`config.mk`:
```
export PLATFORM = sky130hd
export DESIGN_NAME = esdi_cmd_sequencer
export DESIGN_NICKNAME = d
export VERILOG_FILES = /design/src/rtl/esdi_cmd_sequencer.sv
export SDC_FILE = /design/constraint.sdc
export NUM_CORES = 1
export LEC_CHECK = 0
export ABC_AREA = 1
export BUFFER_PORTS_ARGS = -buffer_cell sky130_fd_sc_hd__buf_2
export CAP_MARGIN = 0
export CORE_UTILIZATION = 30
export CTS_CLUSTER_DIAMETER = 200
export DETAILED_ROUTE_END_ITERATION = 8
export HOLD_SLACK_MARGIN = 0.06
export PLACE_DENSITY = 0.44
export RECOVER_POWER = 100
export SKIP_LAST_GASP = 1
export SLEW_MARGIN = 20
export SYNTH_ARGS = -nofsm -noshare
export SYNTH_HDL_FRONTEND = slang
export SYNTH_SLANG_ARGS = --single-unit
```
`constraint.sdc`:
```
create_clock -name csr_aclk -period 2.5 [get_ports csr_aclk]
set_clock_uncertainty 0.2 [all_clocks]
set_input_delay 0.5 -clock csr_aclk [delete_from_list [all_inputs] [get_ports csr_aclk]]
set_output_delay 0.5 -clock csr_aclk [all_outputs]
set_load 0.05 [all_outputs]
```
`src/rtl/esdi_cmd_sequencer.sv`:
```
// Purpose: answers ESDI status/config requests from word tables, forwards other commands to software.
// Latency: hardware answer releases 3 cycles after the command is seen; software path releases 1 cycle after the reply.
// Backpressure: holds sw_cmd_valid until sw_cmd_ready; abandons a forwarded command after SW_TIMEOUT cycles.
module esdi_cmd_sequencer #(
  parameter int unsigned SW_TIMEOUT = 1_000_000
) (
  input  logic        csr_aclk,
  input  logic        csr_aresetn,
  input  logic        hw_enable,
  input  logic        eng_cmd_valid,
  input  logic [16:0] eng_cmd_data,
  output logic        eng_resp_valid,
  output logic [15:0] eng_resp_data,
  output logic        eng_release,
  input  logic        tbl_we,
  input  logic [4:0]  tbl_addr,
  input  logic [15:0] tbl_wdata,
  output logic        sw_cmd_valid,
  output logic [16:0] sw_cmd_data,
  input  logic        sw_cmd_ready,
  input  logic        sw_resp_valid,
  input  logic        sw_resp_has_data,
  input  logic [15:0] sw_resp_data,
  output logic        sw_resp_ready,
  output logic        attention_req,
  output logic [15:0] hw_count,
  output logic [15:0] sw_count,
  output logic [15:0] perr_count,
  output logic [15:0] tmo_count
);

  localparam int TW = $clog2(SW_TIMEOUT + 1);

  typedef enum logic [2:0] {
    S_IDLE, S_DECODE, S_HW_RESP, S_SW_FWD, S_SW_RESP, S_RELEASE, S_DRAIN
  } state_t;

  state_t      state, next_state;
  logic [16:0] cmd_q;
  logic [TW-1:0] tmo_cnt;
  logic        resp_flag;
  logic [15:0] tbl [32];

  logic [3:0]  opcode;
  logic        hw_hit, timed_out;
  logic [4:0]  tbl_idx;
  logic        do_latch, do_perr, do_hw, do_sw, do_tmo, do_cap, clr_tmo;

  assign opcode    = cmd_q[15:12];
  assign hw_hit    = hw_enable && (opcode == 4'd2 || opcode == 4'd3) && (cmd_q[11:4] == 8'd0);
  assign tbl_idx   = {opcode == 4'd2, cmd_q[3:0]};
  assign timed_out = (tmo_cnt >= TW'(SW_TIMEOUT));

  assign sw_cmd_valid   = (state == S_SW_FWD);
  assign sw_cmd_data    = cmd_q;
  assign eng_release    = (state == S_RELEASE);
  assign eng_resp_valid = eng_release && resp_flag;

  // Next-state decode and per-cycle event strobes
  always_comb begin
    next_state = state;
    do_latch   = 1'b0;
    do_perr    = 1'b0;
    do_hw      = 1'b0;
    do_sw      = 1'b0;
    do_tmo     = 1'b0;
    do_cap     = 1'b0;
    clr_tmo    = 1'b0;
    case (state)
      S_IDLE: if (eng_cmd_valid) begin
        do_latch   = 1'b1;
        next_state = S_DECODE;
      end
      S_DECODE: begin
        if (cmd_q[16]) begin
          do_perr    = 1'b1;
          next_state = S_RELEASE;
        end else if (hw_hit) begin
          next_state = S_HW_RESP;
        end else begin
          clr_tmo    = 1'b1;
          next_state = S_SW_FWD;
        end
      end
      S_HW_RESP: begin
        do_hw      = 1'b1;
        next_state = S_RELEASE;
      end
      // A handshake completing on the limit cycle takes priority over the timeout
      S_SW_FWD: begin
        if (sw_cmd_ready) begin
          do_sw      = 1'b1;
          next_state = S_SW_RESP;
        end else if (timed_out) begin
          do_tmo     = 1'b1;
          next_state = S_RELEASE;
        end
      end
      S_SW_RESP: begin
        if (sw_resp_valid) begin
          do_cap     = 1'b1;
          next_state = S_RELEASE;
        end else if (timed_out) begin
          do_tmo     = 1'b1;
          next_state = S_RELEASE;
        end
      end
      S_RELEASE: next_state = S_DRAIN;
      // Wait for the engine to drop its level so it is not accepted twice
      S_DRAIN: if (!eng_cmd_valid) next_state = S_IDLE;
      default: next_state = S_IDLE;
    endcase
  end

  // State register, command latch and software timeout counter
  always_ff @(posedge csr_aclk or negedge csr_aresetn) begin
    if (!csr_aresetn) begin
      state   <= S_IDLE;
      cmd_q   <= '0;
      tmo_cnt <= '0;
    end else begin
      state <= next_state;
      if (do_latch) cmd_q <= eng_cmd_data;
      if (clr_tmo) tmo_cnt <= '0;
      else if ((state == S_SW_FWD || state == S_SW_RESP) && !timed_out)
        tmo_cnt <= tmo_cnt + TW'(1);
    end
  end

  // Response word/flag, attention pulse, reply-ready and saturating counters
  always_ff @(posedge csr_aclk or negedge csr_aresetn) begin
    if (!csr_aresetn) begin
      resp_flag     <= 1'b0;
      eng_resp_data <= '0;
      attention_req <= 1'b0;
      sw_resp_ready <= 1'b0;
      hw_count      <= '0;
      sw_count      <= '0;
      perr_count    <= '0;
      tmo_count     <= '0;
    end else begin
      attention_req <= do_perr || do_tmo;
      sw_resp_ready <= (next_state == S_IDLE) || (next_state == S_SW_RESP) || (next_state == S_DRAIN);
      if (do_perr || do_tmo) resp_flag <= 1'b0;
      if (do_hw) begin
        resp_flag     <= 1'b1;
        eng_resp_data <= tbl[tbl_idx];
      end
      if (do_cap) begin
        resp_flag <= sw_resp_has_data;
        if (sw_resp_has_data) eng_resp_data <= sw_resp_data;
      end
      if (do_hw   && hw_count   != 16'hFFFF) hw_count   <= hw_count + 16'd1;
      if (do_sw   && sw_count   != 16'hFFFF) sw_count   <= sw_count + 16'd1;
      if (do_perr && perr_count != 16'hFFFF) perr_count <= perr_count + 16'd1;
      if (do_tmo  && tmo_count  != 16'hFFFF) tmo_count  <= tmo_count + 16'd1;
    end
  end

  // Status/config word tables; a same-cycle write is not visible to the read
  always_ff @(posedge csr_aclk or negedge csr_aresetn) begin
    if (!csr_aresetn) begin
      for (int i = 0; i < 32; i++) tbl[i] <= '0;
    end else if (tbl_we) begin
      tbl[tbl_addr] <= tbl_wdata;
    end
  end

endmodule

```
Word-level counts from Yosys, hierarchy flattened

Index checks and enable logic that the tools add are counted.

Output and inout bits: 102
Logic and storage cells: 126
Input bits: 62
Bits in registers: 635

Reduce and logical (&&, ||, !) cells: 20
Magnitude comparators: 4
$add $sub $neg: 5
Bitwise gates (word level): 2
Muxes and demuxes: 38
Eq/ne operators: 14

Operators by type and width:

| operator                | count |
|---|---|
| $bwmux W512             | 1 |
| $mux W16                | 6 |
| $bmux W16 S5            | 1 |
| $demux W16 S5           | 1 |
| $add A16 B1 Y16 const B | 4 |
| $ne A16 B16 Y1 const B  | 4 |
| $mux W20                | 2 |
| $pmux W3 S7             | 1 |
| $add A20 B1 Y20 const B | 1 |
| $ge A20 B20 Y1 const B  | 1 |
| $mux W1                 | 19 |
| $mux W3                 | 6 |
| $eq A3 B3 Y1 const B    | 5 |
| $ge A6 B6 Y1 const B    | 2 |
| $not A5 Y6              | 2 |
| $logic_and A1 B1 Y1     | 9 |
| $eq A4 B2 Y1 const B    | 2 |
| $logic_not A8 Y1        | 1 |
| $eq A3 B2 Y1 const B    | 2 |
| $logic_not A3 Y1        | 2 |
| $lt A6 B1 Y1 const B    | 1 |
| $logic_or A1 B1 Y1      | 5 |
| $eq A3 B1 Y1 const B    | 1 |
| $reduce_bool A3 Y1      | 1 |
| 3 further kinds         | 3 |

Depth between registers and ports, before layout

Gate-level depths: netlist (run 1).

Depth in word-level cells: 10
Depth in mapped cells: 12
Depth with buffers taken out: 11

Worst setup path after synthesis (run 1)

OpenSTA, ideal clock, no wires.

Path type: reg2reg
From: register tmo_count[0]
To: register tmo_count[15]
Arrival: 1.956 ns
Clock period less this slack: 2.238 ns
Cell stages (with the launch flop): 11
Data required time: 2.217 ns
Path buffers: 1
Setup time: 0.083 ns
Path slack: 0.262 ns
Path through: dfrtp_1 -> ha_1 -> nand3_2 -> nor2_2 -> nand2_1 -> nor3_4 -> nand2_1 -> nand2_2 -> buf_6 -> nand2_1 -> o21ai_0

Word-level cells in the longest chain between the ends: 2
Elaborated cells on any way between the ends: 3
Those cells by class: 1 x add/sub; 1 x eq/ne; 1 x reduce/logical

RTL lines:

| element                                                                 | line | source |
|---|---|---|
| start: declaration                                                      | 29   | `output logic [15:0] tmo_count` |
| start signal: assignment                                                | 156  | `if (do_tmo && tmo_count != 16'hFFFF) tmo_count <= tmo_count + 16'd1;` |
| parallel branches: the longest is 2 deep, another holds $add A16 B1 Y16 | --   |  |

Several ways; the timed one is not identified.
A chain may end at the register's enable or synchronous reset.

Final worst setup path (run 1)

From: register cmd_q[1] (netlist: sw_cmd_data[1])
To: output port sw_cmd_data[1]

RTL lines:

| element                  | line | source |
|---|---|---|
| start: declaration       | 39   | `logic [16:0] cmd_q;` |
| start signal: assignment | 123  | `if (do_latch) cmd_q <= eng_cmd_data;` |
| end: declaration         | 19   | `output logic [16:0] sw_cmd_data,` |

No word-level cell between the ends.

==> results.sh, run 1 <==
export IMPL_worstPathArrival_ns=1.73
export IMPL_dieArea_um2=101600
export IMPL_area_delta_synth_final_pct=18.06
export IMPL_route_met3_wl_um=6626
export IMPL_final_area_um2=35540
export IMPL_p_leak_nw=17.06
export IMPL_rsz0062_at_grt="false"
export IMPL_hpwl_um=70440
export IMPL_antenna_left=0
export IMPL_grt_max_degree=83
export IMPL_grt_util_all_layers=0.2121
export IMPL_clkLatencyLatePin_ns=0.64
export IMPL_grt_pass1_wl_um=164400
export IMPL_final_net_count=4111
export IMPL_required_ns=1.80
export IMPL_met1Wirelength_um=52000
export IMPL_setup_viol_count_final=0
export IMPL_power_density_nw_per_um2=1097
export IMPL_cp_max_fo=23
export IMPL_die_w_um=318.8
export IMPL_die_h_um=318.8
export IMPL_synthDistinctLibCells=37
export IMPL_synth_top_area_frac=0.5278
export IMPL_grt_overflow_total=0
export IMPL_status="finished, final reports clean"
export IMPL_power_w=0.03899
export IMPL_synth_fp_nets=3928
export IMPL_cp_end_kind="output pin"
export IMPL_post_route_drc_count=0
export IMPL_cts_path_max_buffers=3
export IMPL_syn_area_um2=30100
export IMPL_vias=26090
export IMPL_place_congestion=0.8607
export IMPL_fin_crit_sh=0.9707
export IMPL_synth_area_per_cell_um2=7.799
export IMPL_hold_viol=0
export IMPL_maxSlewViolCount=0
export IMPL_first_pass_iters=5
export IMPL_wl_met2_um=47010
export IMPL_root_buffer="clkbuf_16"
export IMPL_ios=164
export IMPL_ir_drop_mv=0.5172
export IMPL_wl_per_cell_um=20.00
export IMPL_cts_buffers=77
export IMPL_routed_via_density=4.843
export IMPL_drive_above_1_share=0.08763
export IMPL_synthTopCellsByArea="dfrtp_1 (53%), nand2_1 (18%), o21ai_0 (8.2%)"
export IMPL_placed_cell_area_um2=33160
export IMPL_layout_min_cycle_time_ns=2.427
export IMPL_drt_wl_total_um=107700
export IMPL_cts_tree="yes"
export IMPL_worstMarginPinSlew_ns=1.283
export IMPL_grt_pass1_vias=25280
export IMPL_ys_seq_area_frac=0.5278
export IMPL_critPathKind="register to output pin"
export IMPL_topRoutingLayerUsed="met4"
export IMPL_setup_tns_ns=0
export IMPL_synth_seq_cells=635
export IMPL_start_kind="register"
export IMPL_fmax_mhz=412.1
export IMPL_synth_top_area_cell="dfrtp_1"
export IMPL_maxCapViolCount=0
export IMPL_path_clk_slew_ns=0.06
export IMPL_cts_sinks=635
export IMPL_hp_class="primary input to register"
export IMPL_coreArea_um2=98850
export IMPL_htree_levels=3
export IMPL_initial_core_util=0.3045
export IMPL_slew_headroom=0.1445
export IMPL_n_fill_cell=10560
export IMPL_antenna_found_initial=6
export IMPL_num_rows=115
export IMPL_hold_ws_ns=0.1143
export IMPL_portBuffers=163
export IMPL_synthCells=3860
export IMPL_drt_iter0_drc=2217
export IMPL_synth_warnings=0
critical path: stages, from the launching register on:
cell     delay [ns]
dfrtp_4        0.46
buf_12         0.20
buf_4          0.21
buf_4          0.21
per-layer routing:
layer	GRT usage	vias to the layer above
li1	-	12720
met1	0.3118	12580
met2	0.3224	680
met3	0.03550	108
met4	0.05099	0
met5	0	-
power breakdown:
| group | switching [W] | internal, W | leakage [nW] | total (W) |
|---|---|---|---|---|
| clock | 0.00461 | 0.00652 | 1.23 | 0.0111 |
| sequential | 0.00137 | 0.0124 | 8.10 | 0.0137 |
| combinational | 0.00996 | 0.00417 | 7.72 | 0.0141 |
Yosys cell counts:
cell type	count
nand2_1	1477
dfrtp_1	635
o21ai_0	493
nand3_1	396
inv_1	206
clkbuf_1	170
nor2_1	137
a21oi_1	57
buf_2	49
xor2_1	43
nor3_1	27
o21ai_1	26
xnor2_1	25
buf_1	18
buf_4	17
nand4_1	13
mux2_2	12
nor2_2	8
nand3b_1	7
ha_1	6
inv_2	5
nand2_2	5
nor3_4	4
nor3b_1	4
nor4_1	4
buf_6	2
clkinv_1	2
nor3_2	2
o21bai_1	2
a21boi_1	1
a21oi_2	1
a22oi_1	1
and3_1	1
nand3_2	1
nor2_4	1
nor4_4	1
or2_2	1
layout make-up:
type / instances / area (µm²) / share of cell area
sequential: 635 / 15900 / 0.4474
multi-input combinational: 2756 / 12270 / 0.3453
timing repair buffer: 360 / 2467 / 0.06942
clock buffer: 109 / 2271 / 0.06390
tap: 1287 / 1610 / 0.04531
inverter: 213 / 809.5 / 0.02278
clock inverter: 24 / 205.2 / 0.005774
antenna: 3 / 7.507 / 0.0002112
cells by family after synthesis:
kind of cell / share of synthesized area
buf+inv: 0.06313
simple gates: 0.2852
mux: 0.004489
fa+ha+maj: 0.002494
flops: 0.5278
xor+xnor: 0.01978
compound gates: 0.09705
path summary, 6_finish.rpt:
| path | cells after the start | from | slack, ns | endpoint |
|---|---|---|---|---|
| worst max-delay path | 3 | sw_cmd_data[1]$_DFFE_PN0P_ | 0.07 | sw_cmd_data[1] |
| worst min-delay path | 4 | sw_resp_data[1] | 0.11 | eng_resp_data[1]$_DFF_PN0_ |
| worst max register to register | 10 | sw_cmd_data[0]$_DFFE_PN0P_ | 0.14 | eng_resp_data[11]$_DFF_PN0_ |
| worst min register to register | 2 | tbl[489]$_DFFE_PN0P_ | 0.28 | tbl[489]$_DFFE_PN0P_ |
| max in group asynchronous | 4 | csr_aresetn | 0.24 | tbl[435]$_DFFE_PN0P_ |
| min in group asynchronous | 2 | csr_aresetn | 0.50 | tbl[144]$_DFFE_PN0P_ |
through the flow:
stage / util / std cells / setup slack [ns]
final: 0.3595 / 5387 / 0.07331
after floorplan: - / 3860 / 0.2618
after global placement: 0.3355 / 5210 / 0.1370
after global routing: 0.3595 / 5384 / 0.01104
after detailed placement: 0.3355 / 5210 / 0.09500
after CTS: 0.3649 / 5384 / 0.02867
registers in the layout (all words and copies together) (netlist names):
| signal | count |
|---|---|
| eng_resp_data | 16 |
| sw_resp_ready | 1 |
| tmo_count | 16 |
| tbl | 512 |
| tmo_cnt | 20 |
| hw_count | 16 |
| perr_count | 16 |
| resp_flag | 1 |
| state | 3 |
| sw_cmd_data | 17 |
| sw_count | 16 |
| attention_req | 1 |
cells in the final DEF, fill, tap and decap left out, drive strengths merged, types with 5 or more instances in the layout:
cell	synthesis	final
mux2	12	12
ha	6	6
xnor2	25	25
nand3b	7	7
nor2	146	146
buf	86	151
clkinv	2	20
inv	211	213
nand3	397	397
nand4	13	13
xor2	43	43
nor4	5	5
dlygate4sd3	0	41
o21ai	519	519
dfrtp	635	635
nor3	33	33
clkbuf	170	276
nand2	1482	1482
a21oi	58	58
timing repair:
| item | in CTS | in global routing |
|---|---|---|
| resized for setup | 5 | 2 |
| endpoints found under the setup margin | 2 | 13 |
| hold endpoints to repair | 427 | 0 |
| setup buffers | 0 | 0 |
| gates cloned | 0 | 0 |
| pin swaps | 0 | 0 |
| hold buffers | 41 | 0 |
Note: power is estimated with default switching activity, not from simulation.
==> run 2, diff against run 1 <==
--- a/config.mk
+++ b/config.mk
@@ -6,7 +6,7 @@
 export NUM_CORES = 1
 export LEC_CHECK = 0
 export ABC_AREA = 1
-export BUFFER_PORTS_ARGS = -buffer_cell sky130_fd_sc_hd__buf_2
+export BUFFER_PORTS_ARGS = -buffer_cell sky130_fd_sc_hd__clkbuf_2
 export CAP_MARGIN = 0
 export CORE_UTILIZATION = 30
 export CTS_CLUSTER_DIAMETER = 200
==> run 2 against run 1 <==
Power down 1.0%. First-iteration DRC count grew 5.0%. Via count about the same. Final cell count fell by 0.37%. Core utilization shrank 0.14 points. Flip-flop and latch count did not move. Critical path depth shrank 1. Largest cell class unchanged.
==> results.sh, run 2 (synthesis results as in run 1) <==
export IMPL_r2r_end="eng_resp_data[0]$_DFF_PN0_"
export IMPL_worst_r2r_cell_count=10
export IMPL_regToRegSetupSlack_ns=0.11
export IMPL_p_int_w=0.02280
export IMPL_pwr_share_clk=0.285
export IMPL_portBuffers=163
export IMPL_ir_drop_mv=0.5174
export IMPL_crit_path_top_delay_cell="dfrtp_4"
export IMPL_swShare=0.4090
export IMPL_grt_max_degree=70
export IMPL_routed_via_density=4.856
export IMPL_critical_path_startpoint="sw_cmd_data[0]$_DFFE_PN0P_"
export IMPL_seqPwrFrac=0.356
export IMPL_hold_viol=0
export IMPL_area_delta_synth_final_pct=17.60
export IMPL_final_common_cell="nand2_1"
export IMPL_initial_core_util=0.3045
export IMPL_hpwl_um=68320
export IMPL_cts_path_max_buffers=3
export IMPL_post_route_drc_count=0
export IMPL_mostFrequentLayoutCells="nand2_1 (1,480), dfrtp_1 (631), o21ai_0 (512)"
export IMPL_regMostFlops="tbl"
export IMPL_place_ws_ns=0.1503
export IMPL_rsz0062_at_grt="false"
export IMPL_grt_pass1_vias=25050
export IMPL_coreArea_um2=98850
export IMPL_cts_buffers=76
export IMPL_drt_iter0_drc=2327
export IMPL_combinationalPowerShare=0.359
export IMPL_ios=164
export IMPL_first_pass_iters=6
export IMPL_dieArea_um2=101600
export IMPL_die_h_um=318.8
export IMPL_cp_end_kind="output pin"
export IMPL_antenna_found_initial=8
export IMPL_crit_path_end="sw_cmd_data[0]"
export IMPL_grt_pass1_wl_um=163500
export IMPL_clkLatencyLatePin_ns=0.64
export IMPL_crit_buf_inv=2
export IMPL_maxCapViolCount=0
export IMPL_grt_overflow_total=0
export IMPL_fmax_mhz=411.7
export IMPL_drive_above_1_share=0.07828
export IMPL_largest_register_ffs=512
export IMPL_cts_tree="yes"
export IMPL_power_switching_w=0.01578
export IMPL_slew_headroom=0.03808
export IMPL_setup_viol_count_final=0
export IMPL_p_leak_nw=16.94
export IMPL_root_buffer="clkbuf_16"
export IMPL_worstMarginPinSlew_ns=1.443
export IMPL_critPathTopFamily="buffers and inverters"
export IMPL_vias=26060
export IMPL_critical_path_depth=2
export IMPL_die_w_um=318.8
export IMPL_grt_util_all_layers=0.2112
export IMPL_num_rows=115
export IMPL_layout_min_cycle_time_ns=2.429
export IMPL_htree_levels=3
export IMPL_cpPeakStageDelay_ns=0.49
export IMPL_fin_crit_sh=0.9717
export IMPL_drt_wl_total_um=106900
export IMPL_cts_sinks=635
export IMPL_path_clk_slew_ns=0.06
export IMPL_start_kind="register"
export IMPL_cp_max_fo=13
export IMPL_maxSlewViolCount=0
export IMPL_crit_chain="buf_8 -> clkbuf_2"
export IMPL_hp_class="primary input to register"
export IMPL_fin_ws_ns=0.07085
export IMPL_required_ns=1.80
export IMPL_reg2reg_from="sw_cmd_data[0]$_DFFE_PN0P_"
export IMPL_wl_per_cell_um=19.91
export IMPL_critPathKind="register to output pin"
export IMPL_antenna_left=0
export IMPL_status="finished, final reports clean"
export IMPL_power_density_nw_per_um2=1090
export IMPL_worstPathArrival_ns=1.73
export IMPL_place_congestion=0.8308
export IMPL_setup_tns_ns=0
export IMPL_final_net_count=4092
export IMPL_hold_path_depth=4
[run 2: cell types whose count changed in the layout (fill, tap and decap cells not counted), moves of 3 or more]
cell / delta
buf_2: -56
clkbuf_2: +48
buf_4: -23
clkbuf_1: +10
clkinv_2: -10
dlygate4sd3_1: +5
clkbuf_8: +3
[run 2: worst min-delay path by stage]
stage,from,to,slack (ns)
after CTS,hw_enable,state[0]$_DFF_PN0_,0.08
final,hw_enable,state[0]$_DFF_PN0_,0.12
after detailed placement,csr_aresetn,tbl[262]$_DFFE_PN0P_,0.26
after global routing,hw_enable,state[0]$_DFF_PN0_,0.13
after global placement,csr_aresetn,tbl[262]$_DFFE_PN0P_,0.26
after floorplan,csr_aresetn,attention_req$_DFF_PN0_,0.004
[run 2: power by group through the flow]
stage          Clock (W)  Sequential (W)  Combinational [W]
6_report          0.0110          0.0137             0.0139
5_1_grt           0.0117          0.0140             0.0153
4_1_cts           0.0114          0.0137             0.0142
3_5_place_dp           0          0.0139             0.0141
3_3_place_gp           0          0.0139             0.0141
2_1_floorplan          0          0.0147            0.00747
[run 2: final cells by class]
| class | count | area (µm²) |
|---|---|---|
| Clock buffer | 115 | 2281 |
| Multi-Input combinational cell | 2756 | 12250 |
| Sequential cell | 635 | 15900 |
| Clock inverter | 14 | 156.4 |
| Antenna cell | 5 | 12.51 |
| Timing Repair Buffer | 342 | 2385 |
| Tap cell | 1287 | 1610 |
| Inverter | 213 | 804.5 |
| Fill cell | 10480 | 63450 |
[run 2: worst min-delay path: stages]
cell	delay, ns
clkbuf_2	0.08
nand4_1	0.17
a21oi_1	0.09
nand2_1	0.08
[run 2: stage by stage]
stage | total power (W) | instance area [µm²] | instances | hold slack (ns) | util
floorplan | 0.02219 | 30100 | 3860 | 0.004409 | -
global placement | 0.02793 | 33020 | 5188 | 0.2563 | 0.3341
detailed placement | 0.02797 | 33020 | 5188 | 0.2553 | 0.3341
CTS | 0.03928 | 35920 | 5363 | 0.08373 | 0.3634
global route | 0.04101 | 35390 | 5362 | 0.1268 | 0.3580
finish | 0.03859 | 35400 | 5367 | 0.1206 | 0.3581
[run 2: per-layer routing]
| layer | vias up | wire (µm) | global-route usage |
|---|---|---|---|
| met3 | 120 | 6829 | 0.03874 |
| met4 | 4 | 2193 | 0.05550 |
| met1 | 12590 | 51020 | 0.3064 |
| li1 | 12690 | - | - |
| met5 | - | 20 | 0 |
| met2 | 668 | 46820 | 0.3211 |
[run 2: repair_timing]
action | CTS | global route
buffers inserted | 0 | 0
hold buffers | 46 | 0
resized for setup | 2 | 6
endpoints found under the hold margin | 466 | 0
endpoints found under the setup margin | 3 | 4
cloned | 0 | 0
==> run 3, diff against run 2 <==
--- a/config.mk
+++ b/config.mk
@@ -14,6 +14,7 @@
 export HOLD_SLACK_MARGIN = 0.06
 export PLACE_DENSITY = 0.44
 export RECOVER_POWER = 100
+export SETUP_SLACK_MARGIN = 0.3
 export SKIP_LAST_GASP = 1
 export SLEW_MARGIN = 20
 export SYNTH_ARGS = -nofsm -noshare
==> run 3 against run 2 <==
Flip-flop and latch count did not move. Hold slack improved by 0.082 ns. Non-clock buffer count rose by 78. Core utilization rose by 1.3 points. Sequential power barely moved. Register-to-register slack improved by 0.02 ns. Final cell count rose by 1.4%. Critical path type is now register to register. Largest power group unchanged.
==> results.sh, run 3 (synthesis results as in run 1) <==
export IMPL_largest_register_ffs=512
export IMPL_rsz0062_at_grt="true"
export IMPL_grt_util_all_layers=0.2117
export IMPL_die_h_um=318.8
export IMPL_regMostFlops="tbl"
export IMPL_power_density_nw_per_um2=1103
export IMPL_routed_via_density=4.834
export IMPL_power_switching_w=0.01669
export IMPL_grt_pass1_wl_um=163700
export IMPL_p_int_w=0.02376
export IMPL_area_delta_synth_final_pct=21.87
export IMPL_cts_sinks=635
export IMPL_maxSlewViolCount=0
export IMPL_wl_per_cell_um=20.26
export IMPL_die_w_um=318.8
export IMPL_maxCapViolCount=0
export IMPL_ios=164
export IMPL_place_ws_ns=-0.04083
export IMPL_multi_input_area_um2=12650
export IMPL_seqPwrFrac=0.337
export IMPL_first_pass_iters=5
export IMPL_drt_wl_total_um=110300
export IMPL_place_congestion=0.8316
export IMPL_drive_above_1_share=0.1110
export IMPL_clkLatencyLatePin_ns=0.64
export IMPL_dieArea_um2=101600
export IMPL_root_buffer="clkbuf_16"
export IMPL_layout_cells_non_filler=5443
export IMPL_setup_viol_count_final=0
export IMPL_cts_tree="yes"
export IMPL_cp_end_kind="register"
export IMPL_grt_max_degree=60
export IMPL_swShare=0.4127
export IMPL_status="finished, final reports clean"
export IMPL_slew_headroom=0.02175
export IMPL_cpPeakStageDelay_ns=0.59
export IMPL_placed_cell_area_um2=33410
export IMPL_cts_buffers=77
export IMPL_initial_core_util=0.3045
export IMPL_grt_overflow_total=0
export IMPL_p_leak_nw=17.53
export IMPL_path_common_cell="nand3_1"
export IMPL_antenna_left=0
export IMPL_seqCellArea_um2=15900
export IMPL_hold_viol=0
export IMPL_combinationalPowerShare=0.401
export IMPL_hp_class="primary input to register"
export IMPL_final_net_count=4172
export IMPL_pwr_share_clk=0.262
export IMPL_grt_pass1_vias=24990
export IMPL_antenna_found_initial=6
export IMPL_portBuffers=163
export IMPL_cts_path_max_buffers=3
export IMPL_ir_drop_mv=0.4880
export IMPL_fin_ws_ns=0.1337
export IMPL_crit_chain="buf_12 -> buf_4 -> buf_12 -> nand3_1 -> nand3_1 -> nand3_1 -> nand3_1 -> nand3_2 -> a21oi_1"
export IMPL_start_kind="register"
export IMPL_vias=26310
export IMPL_post_route_drc_count=0
export IMPL_final_common_cell="nand2_1"
export IMPL_critPathKind="register to register"
export IMPL_worstMarginPinSlew_ns=1.467
export IMPL_mostFrequentLayoutCells="nand2_1 (1,472), dfrtp_1 (631), o21ai_0 (510)"
export IMPL_final_area_um2=36690
export IMPL_dp_cells=5221
export IMPL_htree_levels=3
export IMPL_worstPathArrival_ns=2.73
export IMPL_hold_ws_ns=0.2027
export IMPL_cp_max_fo=13
export IMPL_required_ns=2.86
export IMPL_num_rows=115
export IMPL_fmax_mhz=422.6
export IMPL_layout_min_cycle_time_ns=2.366
export IMPL_fin_crit_sh=0.9465
export IMPL_power_w=0.04045
export IMPL_hpwl_um=68390
export IMPL_n_fill_cell=10550
export IMPL_crit_path_top_delay_cell="dfrtp_1"
export IMPL_coreArea_um2=98850
export IMPL_drt_iter0_drc=2156
export IMPL_path_clk_slew_ns=0.06
[run 3: changes by cell type in the layout (fill, tap and decap cells not counted), sizes merged, moves of 4 or more]
| cell | previous run | this run |
|---|---|---|
| buf | 74 | 138 |
| clkbuf | 337 | 349 |
| clkinv | 10 | 14 |
| inv | 214 | 209 |
[run 3: critical path: cells and delay by family, from the launching register on]
family / cells / cell delay [ns]
flip-flops: 1 / 0.59
AND/OR/NAND/NOR: 5 / 0.88
buffers and inverters: 3 / 0.46
AO/OA/AOI/OAI: 1 / 0.14
[run 3: worst paths after layout]
kind | to | from | cells past startpoint | slack (ns)
max reg2reg | eng_resp_data[10]$_DFF_PN0_ | sw_cmd_data[1]$_DFFE_PN0P_ | 9 | 0.13
min reg2reg | tbl[13]$_DFFE_PN0P_ | tbl[13]$_DFFE_PN0P_ | 2 | 0.28
min in group asynchronous | tbl[175]$_DFFE_PN0P_ | csr_aresetn | 2 | 0.56
max | eng_resp_data[10]$_DFF_PN0_ | sw_cmd_data[1]$_DFFE_PN0P_ | 9 | 0.13
max in group asynchronous | hw_count[13]$_DFFE_PN0P_ | csr_aresetn | 4 | 0.29
min | sw_resp_ready$_DFF_PN0_ | eng_cmd_valid | 4 | 0.20
[run 3: final cells by class]
type                            count  share of cell area
Sequential cell                   635              0.4333
Multi-Input combinational cell   2756              0.3449
Timing Repair Buffer              420             0.09219
Clock buffer                      116             0.06091
Tap cell                         1287             0.04389
Inverter                          213             0.02237
Clock inverter                     12            0.002012
Timing Repair inverter              1           0.0002046
Antenna cell                        3           0.0002046
[run 3: timing repair]
item                                    4_1_cts  5_1_grt
setup buffers                                13       18
resized for setup                            50       81
hold buffers                                 47        0
endpoints found under the hold margin       369        0
gates cloned                                  3       10
pin swaps                                     3        8
endpoints found under the setup margin       21       28
[run 3: power groups by stage]
stage / combinational (W) / sequential (W) / clock (W)
3_5_place_dp: 0.0145 / 0.0138 / 0
6_report: 0.0162 / 0.0136 / 0.0106
2_1_floorplan: 0.00747 / 0.0147 / 0
4_1_cts: 0.0153 / 0.0136 / 0.0109
5_1_grt: 0.0176 / 0.0139 / 0.0113
3_3_place_gp: 0.0145 / 0.0138 / 0
[run 3: routing by layer]
metal	global-route usage	wire, µm	vias to the layer above
met1	0.3070	53210	12660
met2	0.3160	47840	671
met3	0.04369	6677	131
met4	0.06098	2517	4
met5	0	21	-
li1	-	-	12850
[run 3: through the flow]
step	util	setup TNS (ns)
floorplan	-	0
global placement	0.3380	-0.05076
detailed placement	0.3380	-0.04083
CTS	0.3703	0
global route	0.3711	0
finish	0.3711	0
